[src/rtl/demultiplexer_1_to_2_stream_pkg.sv]
// -----------------------------------------------------------------------------
// demultiplexer_1_to_2_stream_pkg
// Shared types and helpers for the 1-to-2 stream demultiplexer slice.
//   channel_e       : names the two destination channels.
//   push_enables()  : turns a selector and an accepted push into one-hot
//                     per-channel write enables (bit k drives FIFO k).
// -----------------------------------------------------------------------------
package demultiplexer_1_to_2_stream_pkg;

   typedef enum logic {
      CH_0 = 1'b0,
      CH_1 = 1'b1
   } channel_e;

   localparam int DEFAULT_N_BITS = 32;
   localparam int DEFAULT_DEPTH  = 2;

   // One-hot write enables: only the selected channel sees the push.
   function automatic logic [1:0] push_enables(input logic sel, input logic push);
      logic [1:0] en;
      en = 2'b00;
      if (push) begin
         if (sel == CH_1) begin
            en = 2'b10;
         end else begin
            en = 2'b01;
         end
      end else begin
         en = 2'b00;
      end
      return en;
   endfunction

endpackage : demultiplexer_1_to_2_stream_pkg

[src/rtl/demultiplexer_1_to_2_stream_fifo.sv]
// -----------------------------------------------------------------------------
// stream_fifo
// Small registered FIFO used as the per-channel buffer of the demultiplexer.
// Ports:
//   clk, reset : rising-edge clock, asynchronous active-high reset
//   push       : write data_in at the next edge (ignored while full)
//   data_in    : word to store
//   pop        : drop the head at the next edge (ignored while empty)
//   head       : word at the read pointer (zero after reset)
//   full       : count == DEPTH
//   empty      : count == 0
//   count      : current occupancy, 0..DEPTH
// DEPTH must be a power of two and at least 2 so pointers wrap naturally.
// -----------------------------------------------------------------------------
module stream_fifo #(
   parameter int N_BITS = 32,
   parameter int DEPTH  = 2
) (
   input  logic                    clk,
   input  logic                    reset,
   input  logic                    push,
   input  logic [N_BITS-1:0]       data_in,
   input  logic                    pop,
   output logic [N_BITS-1:0]       head,
   output logic                    full,
   output logic                    empty,
   output logic [$clog2(DEPTH):0]  count
);
   import demultiplexer_1_to_2_stream_pkg::*;

   localparam int PTR_W = $clog2(DEPTH);
   localparam logic [PTR_W-1:0] PTR_ONE    = PTR_W'(1);
   localparam logic [PTR_W:0]   CNT_ONE    = (PTR_W + 1)'(1);
   localparam logic [PTR_W:0]   CNT_ZERO   = (PTR_W + 1)'(0);
   localparam logic [PTR_W:0]   CNT_FULL   = (PTR_W + 1)'(DEPTH);

   logic [N_BITS-1:0] mem_r [DEPTH];
   logic [PTR_W-1:0]  wr_ptr_r;
   logic [PTR_W-1:0]  rd_ptr_r;
   logic [PTR_W:0]    count_r;
   logic [PTR_W:0]    count_next_s;
   logic              push_s;
   logic              pop_s;
   logic              full_s;
   logic              empty_s;

   assign full_s  = (count_r == CNT_FULL);
   assign empty_s = (count_r == CNT_ZERO);

   // A full FIFO rejects writes and an empty one ignores reads, so the
   // pointers can never run past each other whatever the caller does.
   assign push_s = push & ~full_s;
   assign pop_s  = pop  & ~empty_s;

   // Occupancy bookkeeping: simultaneous push and pop leaves the count alone.
   always_comb begin
      count_next_s = count_r;
      case ({push_s, pop_s})
         2'b10:   count_next_s = count_r + CNT_ONE;
         2'b01:   count_next_s = count_r - CNT_ONE;
         2'b11:   count_next_s = count_r;
         2'b00:   count_next_s = count_r;
         default: count_next_s = count_r;
      endcase
   end

   // Storage and pointer state; reset wipes every entry so nothing stale leaks.
   always_ff @(posedge clk or posedge reset) begin
      if (reset) begin
         for (int i = 0; i < DEPTH; i++) begin
            mem_r[i] <= {N_BITS{1'b0}};
         end
         wr_ptr_r <= {PTR_W{1'b0}};
         rd_ptr_r <= {PTR_W{1'b0}};
         count_r  <= CNT_ZERO;
      end else begin
         if (push_s) begin
            mem_r[wr_ptr_r] <= data_in;
            wr_ptr_r        <= wr_ptr_r + PTR_ONE;
         end
         if (pop_s) begin
            rd_ptr_r <= rd_ptr_r + PTR_ONE;
         end
         count_r <= count_next_s;
      end
   end

   assign head  = mem_r[rd_ptr_r];
   assign full  = full_s;
   assign empty = empty_s;
   assign count = count_r;

endmodule : stream_fifo

[src/rtl/demultiplexer_1_to_2_stream.sv]
// -----------------------------------------------------------------------------
// demultiplexer_1_to_2_stream
// Routes each word of one valid/ready stream to one of two output streams,
// chosen per word by selector_i. Each channel has its own FIFO so a stalled
// consumer only blocks words addressed to it.
// Ports:
//   clk, reset                 : clock, asynchronous active-high reset
//   selector_i                 : destination of the current word (0/1)
//   in_valid_i, data_i         : input stream
//   in_ready_o                 : selected channel has room this cycle
//   out_valid_k_o, data_k_o    : channel k head (k = 0, 1)
//   out_ready_k_i              : channel k consumer accepts
//   count_k_o                  : channel k occupancy
// in_ready_o depends only on registered occupancy and selector_i; a pop on a
// full channel frees the slot for the following cycle, never the current one.
// -----------------------------------------------------------------------------
module demultiplexer_1_to_2_stream #(
   parameter int N_BITS = 32,
   parameter int DEPTH  = 2
) (
   input  logic                    clk,
   input  logic                    reset,
   input  logic                    selector_i,
   input  logic                    in_valid_i,
   input  logic [N_BITS-1:0]       data_i,
   output logic                    in_ready_o,
   output logic                    out_valid_0_o,
   output logic [N_BITS-1:0]       data_0_o,
   input  logic                    out_ready_0_i,
   output logic                    out_valid_1_o,
   output logic [N_BITS-1:0]       data_1_o,
   input  logic                    out_ready_1_i,
   output logic [$clog2(DEPTH):0]  count_0_o,
   output logic [$clog2(DEPTH):0]  count_1_o
);
   import demultiplexer_1_to_2_stream_pkg::*;

   logic              full_0_s;
   logic              full_1_s;
   logic              empty_0_s;
   logic              empty_1_s;
   logic              in_ready_s;
   logic              push_s;
   logic [1:0]        push_en_s;
   logic              pop_0_s;
   logic              pop_1_s;

   // Ready reflects only the channel the current word is aimed at.
   always_comb begin
      in_ready_s = 1'b0;
      if (selector_i == CH_1) begin
         in_ready_s = ~full_1_s;
      end else begin
         in_ready_s = ~full_0_s;
      end
   end

   assign push_s    = in_valid_i & in_ready_s;
   assign push_en_s = push_enables(selector_i, push_s);

   assign out_valid_0_o = ~empty_0_s;
   assign out_valid_1_o = ~empty_1_s;
   assign pop_0_s       = out_valid_0_o & out_ready_0_i;
   assign pop_1_s       = out_valid_1_o & out_ready_1_i;
   assign in_ready_o    = in_ready_s;

   stream_fifo #(
      .N_BITS (N_BITS),
      .DEPTH  (DEPTH)
   ) u_fifo_0 (
      .clk     (clk),
      .reset   (reset),
      .push    (push_en_s[0]),
      .data_in (data_i),
      .pop     (pop_0_s),
      .head    (data_0_o),
      .full    (full_0_s),
      .empty   (empty_0_s),
      .count   (count_0_o)
   );

   stream_fifo #(
      .N_BITS (N_BITS),
      .DEPTH  (DEPTH)
   ) u_fifo_1 (
      .clk     (clk),
      .reset   (reset),
      .push    (push_en_s[1]),
      .data_in (data_i),
      .pop     (pop_1_s),
      .head    (data_1_o),
      .full    (full_1_s),
      .empty   (empty_1_s),
      .count   (count_1_o)
   );

endmodule : demultiplexer_1_to_2_stream

[config.mk]
export PLATFORM = sky130hd
export DESIGN_NAME = demultiplexer_1_to_2_stream
export DESIGN_NICKNAME = d
export VERILOG_FILES = /design/src/rtl/demultiplexer_1_to_2_stream_pkg.sv /design/src/rtl/demultiplexer_1_to_2_stream_fifo.sv /design/src/rtl/demultiplexer_1_to_2_stream.sv
export SDC_FILE = /design/constraint.sdc
export NUM_CORES = 1
export LEC_CHECK = 0
export BUFFER_PORTS_ARGS = -buffer_cell sky130_fd_sc_hd__buf_2
export CAP_MARGIN = 25
export CORE_MARGIN = 3
export CORE_UTILIZATION = 55
export CTS_BUF_LIST = sky130_fd_sc_hd__clkbuf_4
export DETAILED_ROUTE_END_ITERATION = 7
export PLACE_DENSITY = 0.77
export SYNTH_ARGS = -nofsm -noshare
export SYNTH_HDL_FRONTEND = slang
export SYNTH_SLANG_ARGS = --single-unit
export TNS_END_PERCENT = 30
[constraint.sdc]
create_clock -name clk -period 5.44 [get_ports clk]
set_input_delay 0.544 -clock clk [delete_from_list [all_inputs] [get_ports clk]]
set_output_delay 0.544 -clock clk [all_outputs]
set_load 0.01 [all_outputs]
## Word level (Yosys, flattened, before mapping)

Cells that the tools add are included.

- Word-level logic and storage cells: 72
- Bits in registers: 136

- Multiplexer cells: 17
- Bitwise gates (word level): 15
- Add/subtract/negate cells: 8
- Reduce and logical (&&, ||, !) cells: 8
- Eq/ne operators: 8
- $lt $le $gt $ge: 6

Operators with widths:

| cell | number |
|---|---|
| 32-bit 2-to-1 mux | 8 |
| 64-bit bitwise mux | 2 |
| 32-bit demux with 1-bit select | 2 |
| 2-bit == test, second input constant | 6 |
| 2-bit >= comparator, second input constant | 4 |
| 2-bit logical NOT | 4 |
| 1-bit NOT with 2-bit output | 4 |
| 2-bit case mux with 2 select lines | 2 |
| 1-bit bitwise AND | 7 |
| 1-bit adder, second input constant | 4 |
| 2-bit by 1-bit adder with 2-bit output, second input constant | 2 |
| 2-bit by 1-bit == test with 1-bit output, second input constant | 2 |
| 2-bit by 1-bit less-than comparator with 1-bit output, second input constant | 2 |
| 2-bit 2-to-1 mux | 2 |
| 1-bit NOT | 4 |
| 2-bit OR reduction | 2 |
| 2-bit by 1-bit subtractor with 2-bit output, second input constant | 2 |
| 1-bit logical AND | 2 |
| 1-bit 2-to-1 mux | 1 |

## Longest topological paths before layout

Gate-level depths: netlist of run 1.

- Word-level depth: 8
- Depth in mapped cells: 6
- Gate-level depth less buffers: 6

## Hierarchy

Synthesis of run 1 repeated with hierarchy kept, for this count alone.

- Cell total of the unflattened synthesis: 387
- Area total of the unflattened synthesis: 6312.3 µm²

By module, submodules not included:

| module | times used | area each (µm²) | cells an instance |
|---|---|---|---|
| stream_fifo | 2 | 3133.0 | 190 |
| demultiplexer_1_to_2_stream | 1 | 46.3 | 7 |

## Least setup slack after synthesis of run 1

No wires, ideal clock.

- Kind: register to output
- Start point: reg u_fifo_0.rd_ptr_r
- End point: out data_0_o[14]
- Slack: 3.792 ns
- Stages on the path, launching flop included: 4
- Arrival time: 1.104 ns
- Cells stage by stage: dfrtp_1 clkbuf_1 buf_2 mux2_2

- Longest elaborated chain between the ends: 4

Ends and longest elaborated chain:

| element | RTL line | source |
|---|---|---|
| start, declared | demultiplexer_1_to_2_stream_fifo.sv:39 | `logic [PTR_W-1:0] rd_ptr_r;` |
| start signal, assigned | demultiplexer_1_to_2_stream_fifo.sv:74 | `rd_ptr_r <= {PTR_W{1'b0}};` |
| start signal, assigned | demultiplexer_1_to_2_stream_fifo.sv:82 | `rd_ptr_r <= rd_ptr_r + PTR_ONE;` |
| 1-bit NOT with 2-bit output (implied by the code) | demultiplexer_1_to_2_stream_fifo.sv:88 | `assign head = mem_r[rd_ptr_r];` |
| 32-bit 2-to-1 mux (implied by the code) (3 in series) | demultiplexer_1_to_2_stream_fifo.sv:88 |  |
| end, declared | demultiplexer_1_to_2_stream.sv:28 | `output logic [N_BITS-1:0] data_0_o,` |

No other way between the ends. The select of a mux whose other input is x is not followed.

## Final worst setup path of run 1

- Start point: reg u_fifo_0.rd_ptr_r
- End point: out data_0_o[7]

Same word-level chain as after synthesis.

==> results of run 1 <==
cell usage in the layout, fill, tap and decap left out, types with 2 or more instances in the layout:
master,synthesis,final
sky130_fd_sc_hd__buf_2,10,108
sky130_fd_sc_hd__ha_1,2,2
sky130_fd_sc_hd__bufinv_16,0,2
sky130_fd_sc_hd__clkinv_2,0,5
sky130_fd_sc_hd__mux2_2,187,187
sky130_fd_sc_hd__buf_4,3,4
sky130_fd_sc_hd__mux2_1,5,5
sky130_fd_sc_hd__dfrtp_1,136,134
sky130_fd_sc_hd__clkbuf_4,0,21
sky130_fd_sc_hd__dfrtp_2,0,2
sky130_fd_sc_hd__xor2_1,4,4
sky130_fd_sc_hd__nor2_1,3,3
sky130_fd_sc_hd__clkinv_1,0,2
sky130_fd_sc_hd__clkinvlp_4,0,2
sky130_fd_sc_hd__or2_2,2,2
sky130_fd_sc_hd__xnor2_1,6,6
sky130_fd_sc_hd__and2_1,2,2
layout make-up:
cell class / count / share of cell area, %
Timing Repair Buffer: 113 / 8.71
Multi-Input combinational cell: 222 / 35.2
Sequential cell: 136 / 49.6
Inverter: 1 / 0.0912
Tap cell: 136 / 2.48
Clock buffer: 21 / 2.30
Clock inverter: 11 / 1.57
Antenna cell: 1 / 0.0365
logic make-up (layout without fill, tap and decap cells):
group	count (synthesis)	after routing	synth area share, %
AOI/OAI and AO/OA	1	1	0.0838
xor gates and xnor gates	10	10	1.47
adders and majority gates	2	2	0.420
buffers and inverters	22	146	2.54
DFF	136	136	57.1
muxes	192	192	36.3
other	0	1	0
and+or+nand+nor	17	17	2.16
how the worst min path moves through the flow:
stage / startpoint / to / slack, ps
finish: reset / u_fifo_0.mem_r[49]$_DFFE_PP0P_ / 50
global route: reset / u_fifo_0.mem_r[49]$_DFFE_PP0P_ / 20
CTS: reset / u_fifo_1.mem_r[45]$_DFFE_PP0P_ / 10
detailed placement: u_fifo_1.mem_r[57]$_DFFE_PP0P_ / u_fifo_1.mem_r[57]$_DFFE_PP0P_ / 470
global placement: u_fifo_1.mem_r[57]$_DFFE_PP0P_ / u_fifo_1.mem_r[57]$_DFFE_PP0P_ / 470
floorplan: u_fifo_0.mem_r[56]$_DFFE_PP0P_ / u_fifo_0.mem_r[56]$_DFFE_PP0P_ / 450
Yosys cell counts, drive strengths merged, types with 2 or more instances:
library cell	instances
buf	19
xor2	4
mux2	192
and2	2
dfrtp	136
or2	2
nand2b	2
nor2	3
xnor2	6
ha	2
clkbuf	2
registers in the layout (all words and copies together), names as in the netlist:
register,cells
u_fifo_1.rd_ptr_r,1
u_fifo_1.count,2
u_fifo_0.rd_ptr_r,1
u_fifo_1.mem_r,64
u_fifo_0.count,2
u_fifo_0.wr_ptr_r,1
u_fifo_0.mem_r,64
u_fifo_1.wr_ptr_r,1
metrics by stage:
stage / area (um2) / hold slack [ps] / util [%] / cells
finish: 6860 / 49.3 / 65.9 / 641
detailed placement: 6600 / 475 / 63.3 / 608
global placement: 6570 / 465 / 63.1 / 607
floorplan: 5960 / 454 / - / 380
CTS: 6860 / 11.4 / 65.9 / 640
global route: 6860 / 19.7 / 65.9 / 641
power breakdown:
part / leakage (uW) / internal (uW) / total (uW) / switching (uW)
clock network: 0.000148 / 286 / 620 / 334
registers: 0.00161 / 1520 / 1880 / 360
logic: 0.00135 / 1090 / 1820 / 731
total: 0.00311 / 2900 / 4320 / 1430
routing by layer:
layer | global-route usage (%) | wire (um) | vias up
met1 | 25.9 | 4890 | 1737
met4 | 6.60 | 152 | 2
met5 | 0 | 13 | -
met3 | 6.70 | 593 | 14
met2 | 31.2 | 5360 | 76
li1 | - | - | 1577
worst max-delay path: cells and delay by family (launching register included):
kind | cells | cell delay (ps)
buffers and inverters | 1 | 140
muxes | 1 | 430
DFF | 1 | 970
==> results_dict.tcl, run 1 <==
set metrics [dict create \
    outcome "finished clean" \
    drt_first_pass_iters 4 \
    worst-endpoint-required_ps 4900 \
    post-cts-setup-buffers 0 \
    timing.clock.skew_ps 19.9 \
    clockRootBuffer "sky130_fd_sc_hd__clkbuf_4" \
    overflow 0 \
    unrepaired_setup_endpoints_after_global_routing "no" \
    crit_fanout 33 \
    drc 0 \
    rows 37 \
    die_area_mm2 0.0121 \
    vdd.ir_drop.worst_mv 0.493 \
    final-setup-viol-count 0 \
    final_wtd_congestion 0.743 \
    global_route.usage.total_pct 19.8 \
    synthCells 380 \
    worst_r2r_path_cells 4 \
    yosys_warnings 0 \
    start_util_pct 57.2 \
    cp-start-kind "flip-flop" \
    core_area_mm2 0.0104 \
    area.sequential_mm2 0.00341 \
    timing.max_slew.rel_slack_pct 37.0 \
    wl_per_cell_um 17.2 \
    portBuffers 108 \
    post_cts_resize_count 0 \
    fmax_mhz 384 \
    cp_slowest_stage_delay_ps 970 \
    synthesis.nets 420 \
    synth_top_area_share_pct 57.1 \
    yosys.area.top_type "sky130_fd_sc_hd__dfrtp_1" \
    post-place-ws_ps 3190 \
    ys_async_sr_fraction_pct 100 \
    cts.path.max_buffers 2 \
    cts_sinks 136 \
    syn_area_per_cell_um2 15.7 \
    critPathCaptureType "primary output" \
    synth_top_flop_cell "sky130_fd_sc_hd__dfrtp_1" \
    worst_skew_pair.late_latency_ps 510 \
    grt_antenna_before_repair 2 \
    static-leakage-power_uw 0.00311 \
    area.growth.synth_to_final_pct 15.1 \
    dp_hpwl_mm 7.34 \
    ctsHoldBuffers 0 \
    timing.reg2reg.setup_slack_ps 3400 \
    synth-edff-count 0 \
    floorplan.die.height_um 110 \
    timing_worst_setup_path_type "reg -> out" \
    number_of_routed_nets_with_antenna_violations 0 \
    crit_chain "mux2_2, buf_2" \
    grt_start_max_net_pins 60 \
    tritoncts "done" \
    layout_setup_ws_ps 2840 \
    die_x_um 110 \
    final.setup.tns_ps 0 \
    synth-seq-cells 136 \
    grt_first_pass_wirelength_mm 18.0 \
    total_cts_buffers 17 \
    clkSlewWorstSetupHoldPaths_ps 120 \
    netlist_top_cells_area "sky130_fd_sc_hd__dfrtp_1 57%, sky130_fd_sc_hd__mux2_2 35%, sky130_fd_sc_hd__buf_6 1.1%" \
    final_nets 531 \
    worst_slew_pin_slew_ps 944 \
    multiInputGateArea_mm2 0.00241 \
    layout_worst_path_cycle_share_pct 47.8 \
    critical-path-slowest-cell "sky130_fd_sc_hd__dfrtp_2" \
    floorplan.io_pins 109 \
    htree_levels 4 \
    max_cap_check_violation_count 0 \
    worstReg2RegEnd "u_fifo_0.mem_r[9]$_DFFE_PP0P_" \
    detail_route.iter0.violations 54 \
    mappedNetlistArea_mm2 0.00596 \
    netlist-cell-type-count 25 \
    ys_seq_area_share_pct 57.1 \
    vias 3406 \
    worstSetupStartpoint "u_fifo_0.rd_ptr_r$_DFFE_PP0P_" \
    final_hold_viol_count 0 \
    timing.final.crit_period_ps 2600 \
    post_drt_via_cell_ratio 5.31 \
    worstHoldPathType "in -> async" \
    cp-endpoint "data_0_o[7]" \
    timing.final.max_slew_violations 0 \
    post_route_cells_drive_above_1_share_pct 67.5 \
    r2r-start "u_fifo_0.count[0]$_DFFE_PP0N_" \
    number_of_global_route_vias_before_repair 3607 \
    critical_path_arrival_ps 2060 \
    filler_cell_count 784 \
    finalWirelength_mm 11.0 \
    power_per_cell_area_mw_per_mm2 630 \
    finalPower_uw 4320 \
]
(Power assumes the default switching activity.)
==> inputs of run 2 (changes only) <==
CORE_UTILIZATION = 52   (was 55)
PLACE_DENSITY = 0.76   (was 0.77)
clock period = 2.1 ns   (was 5.44 ns; I/O delays follow)
==> run 2 against run 1 <==
Sequential share of layout area fell by 2.8 points. Critical path type unchanged. Via count rose by 4.3%. Sequential power rose by 150%. Largest power group is now combinational logic. Clock skew fell by 11 ps. Global-route usage fell by 0.093 points. Critical path depth rose by 1. Routed wire length rose by 6.0%. Core utilization barely moved.
==> results_dict.tcl, run 2 (synthesis gave the netlist of run 1 again) <==
set metrics [dict create \
    static-leakage-power_uw 0.00329 \
    most_common_cell_after_layout_fill_and_taps_aside "sky130_fd_sc_hd__mux2_2" \
    power_per_cell_area_mw_per_mm2 1560 \
    clockRootBuffer "sky130_fd_sc_hd__clkbuf_4" \
    finish.cell_count_without_fillers 680 \
    min_delay_path_depth 3 \
    critPathCaptureType "primary output" \
    unrepaired_setup_endpoints_after_global_routing "no" \
    timing.final.crit_period_ps 2000 \
    critical_path_arrival_ps 1790 \
    die_area_mm2 0.0128 \
    post-place-cells 618 \
    grt_start_max_net_pins 73 \
    overflow 0 \
    drc 0 \
    wl_met3_um 551 \
    antenna_cells 0 \
    drt_first_pass_iters 4 \
    crit_fanout 26 \
    detail_route.wirelength.met1_mm 5.16 \
    final.setup.tns_ps 0 \
    dp_hpwl_mm 7.78 \
    final_nets 572 \
    worst_slew_pin_slew_ps 451 \
    timing.reg2reg.setup_slack_ps 470 \
    floorplan.die.height_um 113 \
    worst_skew_pair.late_latency_ps 510 \
    layout_worst_path_cycle_share_pct 95.1 \
    die_x_um 113 \
    wl_met2_mm 5.80 \
    floorplan.io_pins 109 \
    final_wtd_congestion 0.727 \
    largest_registers "u_fifo_0.mem_r x64, u_fifo_1.mem_r x64" \
    worstHoldPathType "in -> reg" \
    max_cap_check_violation_count 0 \
    most-common-layout-cells "187 x sky130_fd_sc_hd__mux2_2, 134 x sky130_fd_sc_hd__dfrtp_1, 108 x sky130_fd_sc_hd__buf_2, 35 x sky130_fd_sc_hd__dlygate4sd3_1, 20 x sky130_fd_sc_hd__clkbuf_4" \
    htree_levels 4 \
    timing.clock.skew_ps 8.59 \
    final-setup-viol-count 0 \
    number_of_routed_nets_with_antenna_violations 0 \
    hold_path.startpoint "selector_i" \
    post_route_cells_drive_above_1_share_pct 63.1 \
    placed_area_mm2 0.00669 \
    worst_r2r_path_cells 6 \
    timing.final.max_slew_violations 0 \
    top_signal_layer_used "met4" \
    rows 38 \
    tightest_hold_margin_ps 73.2 \
    start_util_pct 54.1 \
    area.growth.synth_to_final_pct 21.9 \
    clkSlewWorstSetupHoldPaths_ps 100 \
    crit_chain "buf_12, mux2_2, buf_2" \
    finalWirelength_mm 11.7 \
    outcome "finished clean" \
    post_drt_via_cell_ratio 5.22 \
    min_to "u_fifo_1.wr_ptr_r$_DFFE_PP0P_" \
    fmax_mhz 501 \
    global_route.usage.total_pct 19.7 \
    r2r-start "u_fifo_1.count[0]$_DFFE_PP0N_" \
    vdd.ir_drop.worst_mv 1.21 \
    cp-start-kind "flip-flop" \
    critical-path-slowest-cell "sky130_fd_sc_hd__dfrtp_2" \
    timing_worst_setup_path_type "reg -> out" \
    tritoncts "done" \
    cts.path.max_buffers 2 \
    core_area_mm2 0.0110 \
    total_cts_buffers 17 \
    worst-endpoint-required_ps 1890 \
    finish.instance_area_mm2 0.00727 \
    post-cts-setup-buffers 0 \
    worstReg2RegEnd "u_fifo_1.count[1]$_DFFE_PP0N_" \
    cts_sinks 136 \
    wl_per_cell_um 17.2 \
    grt_antenna_before_repair 0 \
    cp_slowest_stage_delay_ps 520 \
    number_of_global_route_vias_before_repair 3945 \
    timing.max_slew.rel_slack_pct 69.8 \
    detail_route.iter0.violations 96 \
    portBuffers 108 \
    vias 3552 \
    grt_first_pass_wirelength_mm 19.7 \
    final_hold_viol_count 0 \
]
run 2: cell types whose count changed in the layout (fill, tap and decap cells not counted), sizes merged:
cell         delta
buf             +6
clkbuf          -1
clkinvlp        -1
diode           -1
clkinv          -2
inv             -1
dlygate4sd3    +35
run 2: worst max path at each step:
stage                                  start                             to  depth (start not counted)
6_report       u_fifo_1.rd_ptr_r$_DFFE_PP0P_                   data_1_o[23]                          3
3_5_place_dp   u_fifo_1.count[0]$_DFFE_PP0N_  u_fifo_1.count[1]$_DFFE_PP0N_                          6
5_1_grt        u_fifo_1.rd_ptr_r$_DFFE_PP0P_                   data_1_o[31]                          3
2_1_floorplan                          reset  u_fifo_0.count[0]$_DFFE_PP0N_                          1
4_1_cts        u_fifo_1.rd_ptr_r$_DFFE_PP0P_                   data_1_o[31]                          3
3_3_place_gp   u_fifo_0.count[0]$_DFFE_PP0N_  u_fifo_0.count[1]$_DFFE_PP0N_                          5
run 2: critical path, delay by kind of cell, from the launching register on:
family                 cells  cell delay, ps
buffers and inverters      2             380
DFF                        1             520
muxes                      1             370
run 2: through the flow:
step,setup slack (ps),utilization (%),power [uW]
detailed placement,479,60.6,9890
global route,2.32,65.9,12100
global placement,533,60.6,9650
finish,103,65.9,11300
CTS,35.6,65.9,11500
floorplan,197,-,8110
run 2: report_power, final:
group          total [uW]  leakage (uW)  internal [uW]  switching (uW)
Clock                1520      0.000135            700             820
Sequential           4690       0.00161           3960             729
Combinational        5140       0.00154           2960            2180
run 2: cell type report:
type / instances / area, um2
Inverter: 1 / 7.51
Tap cell: 140 / 175
Clock buffer: 20 / 150
Fill cell: 824 / 3760
Multi-Input combinational cell: 222 / 2410
Clock inverter: 7 / 82.6
Timing Repair Buffer: 154 / 1040
Sequential cell: 136 / 3410
run 2: timing repair:
| action | CTS | global route |
|---|---|---|
| resized for setup | 0 | 0 |
| hold endpoints to repair | 147 | 0 |
| hold buffers | 35 | 0 |
run 2: layer usage:
layer | up-vias | GRT usage, %
met5 | - | 0
met4 | 0 | 6.81
met3 | 17 | 5.67
met2 | 85 | 32.1
met1 | 1792 | 25.4
li1 | 1658 | -
==> inputs of run 3 (changes only) <==
RECOVER_POWER = 50   (was unset)
==> run 3 against run 2 <==
Worst setup slack worse by 9.6 ps. Critical endpoint unchanged. Design area down 0.46%. Cell count unchanged. Clock-buffer cell count unchanged.
==> results_dict.tcl, run 3 (synthesis gave the netlist of run 1 again) <==
set metrics [dict create \
    unrepaired_setup_endpoints_after_global_routing "no" \
    die_x_um 113 \
    most-common-layout-cells "187 x sky130_fd_sc_hd__mux2_2, 134 x sky130_fd_sc_hd__dfrtp_1, 103 x sky130_fd_sc_hd__buf_2, 35 x sky130_fd_sc_hd__dlygate4sd3_1, 21 x sky130_fd_sc_hd__clkbuf_4" \
    fmax_mhz 498 \
    layout_worst_path_cycle_share_pct 95.6 \
    final_hold_viol_count 0 \
    power_per_cell_area_mw_per_mm2 1560 \
    grt_antenna_before_repair 0 \
    floorplan.io_pins 109 \
    antenna_cells 0 \
    critical_path_arrival_ps 1800 \
    crit_fanout 26 \
    detail_route.iter0.violations 86 \
    clkSlewWorstSetupHoldPaths_ps 100 \
    portBuffers 108 \
    grt_first_pass_wirelength_mm 19.7 \
    vias 3587 \
    start_util_pct 54.1 \
    timing.clock.skew_ps 8.43 \
    die_area_mm2 0.0128 \
    dp_hpwl_mm 7.78 \
    overflow 0 \
    worst_slew_pin_slew_ps 903 \
    cts_sinks 136 \
    grt_start_max_net_pins 73 \
    total_cts_buffers 17 \
    post_route_cells_drive_above_1_share_pct 62.0 \
    timing.final.crit_period_ps 2010 \
    critPathCaptureType "primary output" \
    timing.max_slew.rel_slack_pct 39.4 \
    worstHoldPathType "in -> reg" \
    drt_first_pass_iters 4 \
    final_wtd_congestion 0.727 \
    tightest_hold_margin_ps 66.7 \
    static-leakage-power_uw 0.00326 \
    r2r-start "u_fifo_0.count[0]$_DFFE_PP0N_" \
    worst_skew_pair.late_latency_ps 510 \
    core_area_mm2 0.0110 \
    finalWirelength_mm 11.7 \
    final_nets 572 \
    rows 38 \
    cts.path.max_buffers 2 \
    post_drt_via_cell_ratio 5.28 \
    filler_cell_count 832 \
    final-setup-viol-count 0 \
    wl_per_cell_um 17.2 \
    post_cts_resize_count 0 \
    timing.final.max_slew_violations 0 \
    area.growth.synth_to_final_pct 21.4 \
    largest_registers "u_fifo_0.mem_r x64, u_fifo_1.mem_r x64" \
    most_common_cell_after_layout_fill_and_taps_aside "sky130_fd_sc_hd__mux2_2" \
    post-cts-setup-buffers 0 \
    worst-endpoint-required_ps 1890 \
    outcome "finished clean" \
    drc 0 \
    tritoncts "done" \
    number_of_routed_nets_with_antenna_violations 0 \
    cp-start-kind "flip-flop" \
    htree_levels 4 \
    vdd.ir_drop.worst_mv 1.20 \
    number_of_global_route_vias_before_repair 3945 \
    timing_worst_setup_path_type "reg -> out" \
    clockRootBuffer "sky130_fd_sc_hd__clkbuf_4" \
    final.setup.tns_ps 0 \
    floorplan.die.height_um 113 \
    global_route.usage.total_pct 19.7 \
    hold_path.startpoint "selector_i" \
    worstSetupStartpoint "u_fifo_1.rd_ptr_r$_DFFE_PP0P_" \
    max_cap_check_violation_count 0 \
    ctsHoldBuffers 35 \
]
[run 3: worst paths after layout]
| check | to | slack (ps) | cells after the start |
|---|---|---|---|
| max in group asynchronous | u_fifo_1.mem_r[27]$_DFFE_PP0P_ | 690 | 4 |
| max reg2reg | u_fifo_0.mem_r[5]$_DFFE_PP0P_ | 320 | 4 |
| max | data_1_o[23] | 90 | 3 |
| min | u_fifo_1.wr_ptr_r$_DFFE_PP0P_ | 70 | 3 |
| min reg2reg | u_fifo_0.mem_r[56]$_DFFE_PP0P_ | 500 | 1 |
| min in group asynchronous | u_fifo_0.mem_r[25]$_DFFE_PP0P_ | 350 | 3 |
[run 3: power breakdown]
part | internal, uW | switching (uW) | total, uW
combinational | 2920 | 2180 | 5100
sequential | 3960 | 726 | 4680
clock | 700 | 825 | 1530
total | 7580 | 3730 | 11300
[run 3: worst max-delay path, stage by stage (launching register included)]
cell and delay, ps:
sky130_fd_sc_hd__dfrtp_2 520, sky130_fd_sc_hd__buf_12 240, sky130_fd_sc_hd__mux2_2 370, sky130_fd_sc_hd__buf_2 140
[run 3: area by class of cell]
type,count,area (um2),share of cell area [%]
clock buffer,20,150,2.07
multi-input combinational,222,2410,33.3
inverter,1,5.00,0.0691
clock inverter,7,82.6,1.14
sequential,136,3410,47.1
timing repair buffer,154,1010,14.0
tap,140,175,2.42
[run 3: per-stage QoR]
step	instance area, um2	total power, uW	utilization, %	worst slack (ps)	instances
CTS	7270	11500	65.9	35.6	680
global placement	6690	9650	60.6	533	618
floorplan	5970	8110	-	197	380
finish	7240	11300	65.6	93.0	680
detailed placement	6690	9890	60.6	479	618
global route	7240	12100	65.6	2.32	680
[run 3: per-layer routing]
| layer | vias up | routed length [um] | GRT usage [%] |
|---|---|---|---|
| met2 | 84 | 5830 | 32.1 |
| met3 | 18 | 534 | 5.67 |
| met4 | 0 | 176 | 6.81 |
| li1 | 1656 | - | - |
| met1 | 1829 | 5170 | 25.4 |
| met5 | - | 0 | 0 |
